[src/rtl/conv_8b_32b.sv]
// conv_8b_32b: 8-bit to 32-bit deserializer on the byte-rate clock.
// Collects four consecutive valid bytes MSB-first (first byte -> [31:24]) and
// presents the word for four clk_4f cycles (one clk_f period).
//
// Ports:
//   clk_4f    in   1   byte-rate clock, rising edge
//   reset     in   1   synchronous active-high reset
//   data_in   in   8   incoming byte
//   valid_in  in   1   data_in holds a valid byte this cycle
//   data_out  out  32  assembled word, INVALID_DATA while valid_out=0
//   valid_out out  1   data_out holds a complete word
//   frame_err out  1   one-cycle pulse when a partial word is aborted
//   byte_cnt  out  2   next byte slot to fill (bytes currently held)
module conv_8b_32b #(
    parameter logic [31:0] INVALID_DATA = 32'h0000_0000
) (
    input  logic        clk_4f,
    input  logic        reset,
    input  logic [7:0]  data_in,
    input  logic        valid_in,
    output logic [31:0] data_out,
    output logic        valid_out,
    output logic        frame_err,
    output logic [1:0]  byte_cnt
);

    typedef enum logic [0:0] {StIdle, StCollect} state_e;

    state_e      state_q, state_d;
    logic [1:0]  cnt_q, cnt_d;
    logic [31:0] shift_q, shift_d;
    logic [31:0] word_q, word_d;
    logic        valid_q, valid_d;
    logic [1:0]  hold_q, hold_d;
    logic        ferr_q, ferr_d;
    logic        complete;

    // 4th byte of a word sampled this edge
    assign complete = (state_q == StCollect) && valid_in && (cnt_q == 2'd3);

    // State register
    always_ff @(posedge clk_4f) begin
        if (reset) begin
            state_q <= StIdle;
        end else begin
            state_q <= state_d;
        end
    end

    // Next-state logic
    always_comb begin
        state_d = state_q;
        unique case (state_q)
            StIdle:    if (valid_in) state_d = StCollect;
            StCollect: if (!valid_in || cnt_q == 2'd3) state_d = StIdle;
            default:   state_d = StIdle;
        endcase
    end

    // Datapath and output-window next state
    always_comb begin
        shift_d = shift_q;
        cnt_d   = cnt_q;
        ferr_d  = 1'b0;
        word_d  = word_q;
        valid_d = valid_q;
        hold_d  = hold_q;

        if (valid_in) begin
            if (complete) begin
                shift_d = '0;
                cnt_d   = 2'd0;
            end else begin
                case (cnt_q)
                    2'd0: shift_d[31:24] = data_in;
                    2'd1: shift_d[23:16] = data_in;
                    2'd2: shift_d[15:8]  = data_in;
                    2'd3: shift_d[7:0]   = data_in;
                endcase
                cnt_d = cnt_q + 2'd1;
            end
        end else if (state_q == StCollect) begin
            // Abort: drop the partial word; the output window is left alone
            ferr_d  = 1'b1;
            shift_d = '0;
            cnt_d   = 2'd0;
        end

        // A completion always reloads the window, even mid-window
        if (complete) begin
            word_d  = {shift_q[31:8], data_in};
            valid_d = 1'b1;
            hold_d  = 2'd3;
        end else if (valid_q) begin
            if (hold_q == 2'd0) begin
                valid_d = 1'b0;
                word_d  = INVALID_DATA;
            end else begin
                hold_d = hold_q - 2'd1;
            end
        end
    end

    // Datapath registers
    always_ff @(posedge clk_4f) begin
        if (reset) begin
            cnt_q   <= 2'd0;
            shift_q <= '0;
            word_q  <= INVALID_DATA;
            valid_q <= 1'b0;
            hold_q  <= 2'd0;
            ferr_q  <= 1'b0;
        end else begin
            cnt_q   <= cnt_d;
            shift_q <= shift_d;
            word_q  <= word_d;
            valid_q <= valid_d;
            hold_q  <= hold_d;
            ferr_q  <= ferr_d;
        end
    end

    // Outputs
    always_comb begin
        data_out  = valid_q ? word_q : INVALID_DATA;
        valid_out = valid_q;
        frame_err = ferr_q;
        byte_cnt  = cnt_q;
    end

endmodule

[config.mk]
export PLATFORM = sky130hd
export DESIGN_NAME = conv_8b_32b
export DESIGN_NICKNAME = d
export VERILOG_FILES = /design/src/rtl/conv_8b_32b.sv
export SDC_FILE = /design/constraint.sdc
export NUM_CORES = 1
export LEC_CHECK = 0
export CAP_MARGIN = 10
export CORE_ASPECT_RATIO = 0.9
export CORE_UTILIZATION = 40
export CTS_BUF_LIST = sky130_fd_sc_hd__clkbuf_2
export DETAILED_ROUTE_END_ITERATION = 16
export HOLD_SLACK_MARGIN = 0.05
export PLACE_DENSITY = 0.66
export SYNTH_ARGS = -nofsm -noshare
export SYNTH_HDL_FRONTEND = slang
export SYNTH_SLANG_ARGS = --single-unit
[constraint.sdc]
create_clock -name clk_4f -period 3.32 [get_ports clk_4f]
set_input_delay 0.332 -clock clk_4f [delete_from_list [all_inputs] [get_ports clk_4f]]
set_output_delay 0.332 -clock clk_4f [all_outputs]
set_load 0.02 [all_outputs]
-- Word level (Yosys, flattened, before mapping)
Cells that the tools add are included.
- bits in registers: 63
- latch bits: 0
- RAM bits: 0
- bits in read-only memories: 0
- output and inout port bits: 36
- word-level logic and storage cells: 58
- memories kept: 0
- add/subtract/negate cells: 2
- multiply operators: 0
- div/mod/pow operators: 0
- order comparisons: 0
- equal/unequal tests: 7
- shift operators: 0
- multiplexer cells: 24
- bitwise gates (word level): 1
- reduce and logical (&&, ||, !) cells: 15
- operator list (operator ; count):
    32-bit two-way mux ; 7
    8-bit two-way mux ; 4
    2-bit two-way mux ; 6
    2-bit AND reduction ; 5
    3-bit by 1-bit inequality test with 1-bit output (second input constant) ; 3
    1-bit two-way mux ; 6
    2-bit nonzero test ; 3
    2-bit equality test (second input constant) ; 2
    2-bit logical NOT ; 2
    2-bit by 1-bit adder with 2-bit output (second input constant) ; 1
    2-bit by 1-bit equality test with 1-bit output (second input constant) ; 1
    1-bit logical AND ; 2
    2-bit inequality test (second input constant) ; 1
    1-bit one-hot mux with 2 select lines ; 1
    2-bit OR reduction ; 1
    2-bit by 1-bit subtractor with 2-bit output (second input constant) ; 1
    1-bit logical NOT ; 1
    1-bit logical OR ; 1
    1-bit inverter ; 1

-- Logic depth before layout (Yosys ltp)
- depth after elaboration: 4
- gate-level depth with buffers: 6

-- Least setup slack after synthesis
Ideal clock, no wire load.
- path kind: register to register
- from: register cnt_q[0], in the netlist byte_cnt[0]
- to: register shift_q[10]
- arrival time: 1.317 ns
- required time: 3.248 ns
- setup slack: 1.932 ns
- cell stages (with the launch flop): 6
- buffers on the path: 1
- path through: dfxtp_1 inv_1 ha_1 a22oi_1 buf_4 mux2i_1
- longest elaborated chain between the ends: 4
- elaborated cells on any way between the ends: 7
- ends and longest elaborated chain (what ; line ; source):
    start, declared ; 30 ; logic [1:0] cnt_q, cnt_d;
    start signal, assigned ; 114 ; cnt_q <= cnt_d;
    2-bit equality test ; 39 ; assign complete = (state_q == StCollect) && valid_in && (cnt_q == 2'd3);
    1-bit logical AND ; 39 ;
    3-bit by 1-bit inequality test with 1-bit output (no source line) or 32-bit two-way mux (tied branches) ; -- ;
    2-bit AND reduction (no source line) or 32-bit two-way mux (tied branches) ; -- ;
    end signal, assigned ; 115 ; shift_q <= shift_d;
    end, declared ; 31 ; logic [31:0] shift_q, shift_d;
Parallel ways exist; a longest one is shown, timed or not.
A chain may end at the register's enable or synchronous reset.

-- Worst setup path in the final report
- from: register valid_q, in the netlist valid_out
- to: output port data_out[5]
- longest elaborated chain between the ends: 1
- ends and longest elaborated chain (what ; line ; source):
    start, declared ; 33 ; logic valid_q, valid_d;
    start signal, assigned ; 117 ; valid_q <= valid_d;
    32-bit two-way mux ; 125 ; data_out = valid_q ? word_q : INVALID_DATA;
    end, declared ; 21 ; output logic [31:0] data_out,
No other way between the ends.

==> out/summary.txt <==
Outcome = finished, final reports clean
Crit Path Max Fanout = 35
H-tree depth = 3
Setup bufs post-CTS = 0
DRC = 0
Routability cong. = 0.770
Pint = 0.000982 W
Synth Register Bits = 63
Share of cells above drive strength 1 = 6.61%
Worst slack, placed = 1050 ps
Area of the multi-input gates = 1280 sq um
Fin. Hold Viols = 0
R2R setup slack = 1450 ps
Area grow syn2layout = 21.7%
Clock Latency Late Sink = 490 ps
Yosys top cell area share = 46.7%
Clock transition at path regs = 180 ps
Crit path required time = 2990 ps
Critical path type = reg2out
Die ar. = 7080 sq um
Count leader, synth = dfxtp_1
Slew Viols, Final = 0
Unrepaired setup endpoints after global routing = no
Endpoint type of the worst setup path = primary output
Yosys top cell by area = dfxtp_1
Worst Setup Slack, final = 732 ps
Flop pwr share = 59.2%
Max Root-Sink Buffers = 2
Final ANT Viol Nets = 0
GR peak layer = met2
GRT overflow = 0
Final worst path period share = 78.0%
Ys flop type = dfxtp_1
Routed WL per cell = 13.0 um
Pwr/cell area = 402 nW/um^2
Post-synthesis cell count = 306
Clock Power Share = 33.9%
Detailed Route WL = 5690 um
Nets = 359
Number of synthesized flops with an enable pin = 0
Syn Area/Cell = 8.82 sq um
Hold WC Path Type = in2reg
Row cnt = 28
Slew HR = 43.7%
DP Area = 3180 sq um
Combinational Power Share = 6.9%
Largest cells by area after synthesis = dfxtp_1, mux2i_1, and2_1, nand3_1, a21oi_1
Vias per cell = 4.86
Via count = 2129
Distinct cells, synth = 22
Sequential Area = 1260 sq um
Sequential area share after synthesis = 46.7%
CTS root buf = clkbuf_2
Fillers = 643
CTS Hold Bufs = 0
Core area = 6550 sq um
Yosys Warn Count = 0
Worst Skew = 21.0 ps
Total CTS buffers = 9
P_sw = 0.000339 W
Asr flop ratio synth = 0%
Worst Tran Pin Value = 844 ps
Critical Path AT = 2260 ps
Cell area after synthesis = 2700 sq um
Max Freq = 0.386 GHz
Total GRT Usage = 18.1%
Total negative slack = 0 ps
Syn nets = 322
Leak = 1.22 nW
Crit start category = flop
Peak supply drop = 229 uV
Die W = 88.6 um
GR Util met3 = 6.93%
Max Cap Violations = 0
Final setup vio count = 0
Die Span Y = 79.9 um
Top-level port count = 47
Synth top cells by count = dfxtp_1, nand3_1, a21oi_1, nand2_1, and2_1
Port bufs = 46
Post-CTS sizing = 0
Post-DP HPWL = 3610 um
Global-route wire length before repair = 9690 um
TritonCTS clock tree = yes
Starting Density = 41.2%
Switching Fraction = 25.6%
Inserted Diodes = 0
Met2 Use GR = 27.3%
Sink Count = 63
Tmin final = 2590 ps
Post-route cell area = 3290 sq um
Largest net degree at the start of global routing = 63
Met1 Usage GRT = 23.5%
Vias in the first global route = 2009
Post-layout util = 50.2%
Iter 0 DRT Violations = 117
Drt pass-1 iters = 4
Initial antenna violation count = 0
[path summary, 6_finish.rpt]
check / start / to / cells after the start
worst max-delay path: valid_out / data_out[5] / 2
worst min-delay path: data_in[2] / word_q[2] / 3
worst max register to register: byte_cnt[0] / word_q[30] / 5
worst min register to register: shift_q[29] / word_q[29] / 2
[placed cells by master, fill, tap and decap left out]
cell             Yosys  layout
a21oi_1             36      36
a22oi_1              3       3
and2_1              33      33
and3_1               1       1
buf_4                9       6
bufinv_16            0       1
clkbuf_2             1       9
clkdlybuf4s50_1      0      46
clkinv_1             0       1
clkinv_2             0       3
clkinvlp_4           0       2
dfxtp_1             63      63
ha_1                 5       5
inv_1                4       4
mux2_2               1       1
mux2i_1             24      24
nand2_1             34      34
nand2b_1            25      25
nand3_1             40      40
nand3_2              1       1
nor2_1               4       4
nor2b_1              2       2
nor3b_1              3       3
xnor2_1              1       1
[power groups by stage]
stage               logic (W)  clock network, W  registers, W
floorplan           0.0000627                 0      0.000795
global placement    0.0000898                 0      0.000796
detailed placement  0.0000906                 0      0.000796
CTS                 0.0000914          0.000460      0.000781
global route        0.0000992          0.000510      0.000784
finish              0.0000913          0.000448      0.000781
[worst max-delay path, cell delays in order (launching register included)]
cell and delay, ps:
dfxtp_1 910, and2_1 240, clkdlybuf4s50_1 610
[flip-flops by register name, summed over array words and instances, names as in the netlist]
| signal | flops |
|---|---|
| byte_cnt | 2 |
| frame_err | 1 |
| hold_q | 2 |
| shift_q | 24 |
| state_q | 1 |
| valid_out | 1 |
| word_q | 32 |
[stage by stage]
step	total power [W]	hold WS, ps	instances
2_1_floorplan	0.000858	432	306
3_3_place_gp	0.000886	441	422
3_5_place_dp	0.000887	446	422
4_1_cts	0.00133	383	438
5_1_grt	0.00139	361	438
6_report	0.00132	429	438
[final cells by class]
type                       instances  share of cell area [%]
inverter                           4                   0.457
clock inverter                     7                    1.94
tap                               90                    3.43
clock buffer                       9                    1.37
sequential                        63                    38.4
multi-input combinational        213                    39.0
timing repair buffer              52                    15.4
[layer usage]
layer  wire (um)  part of all wire [%]  vias up
met1        2860                    50      984
met2        2510                    44       55
met3         273                   4.8        7
li1            -                     -     1083
met4          49                  0.86        0
met5           0                     0        -
[logic make-up (layout without fill, tap and decap cells)]
group / Yosys count / count (layout) / share of synthesized area (%)
and+or+nand+nor: 143 / 143 / 28.0
buffers and inverters: 30 / 72 / 5.79
AOI/OAI and AO/OA: 39 / 39 / 7.51
xor gates and xnor gates: 1 / 1 / 0.324
DFF: 63 / 63 / 46.7
muxes: 25 / 25 / 9.31
adders and majority gates: 5 / 5 / 2.32
Note: power is estimated with default switching activity, not from simulation.
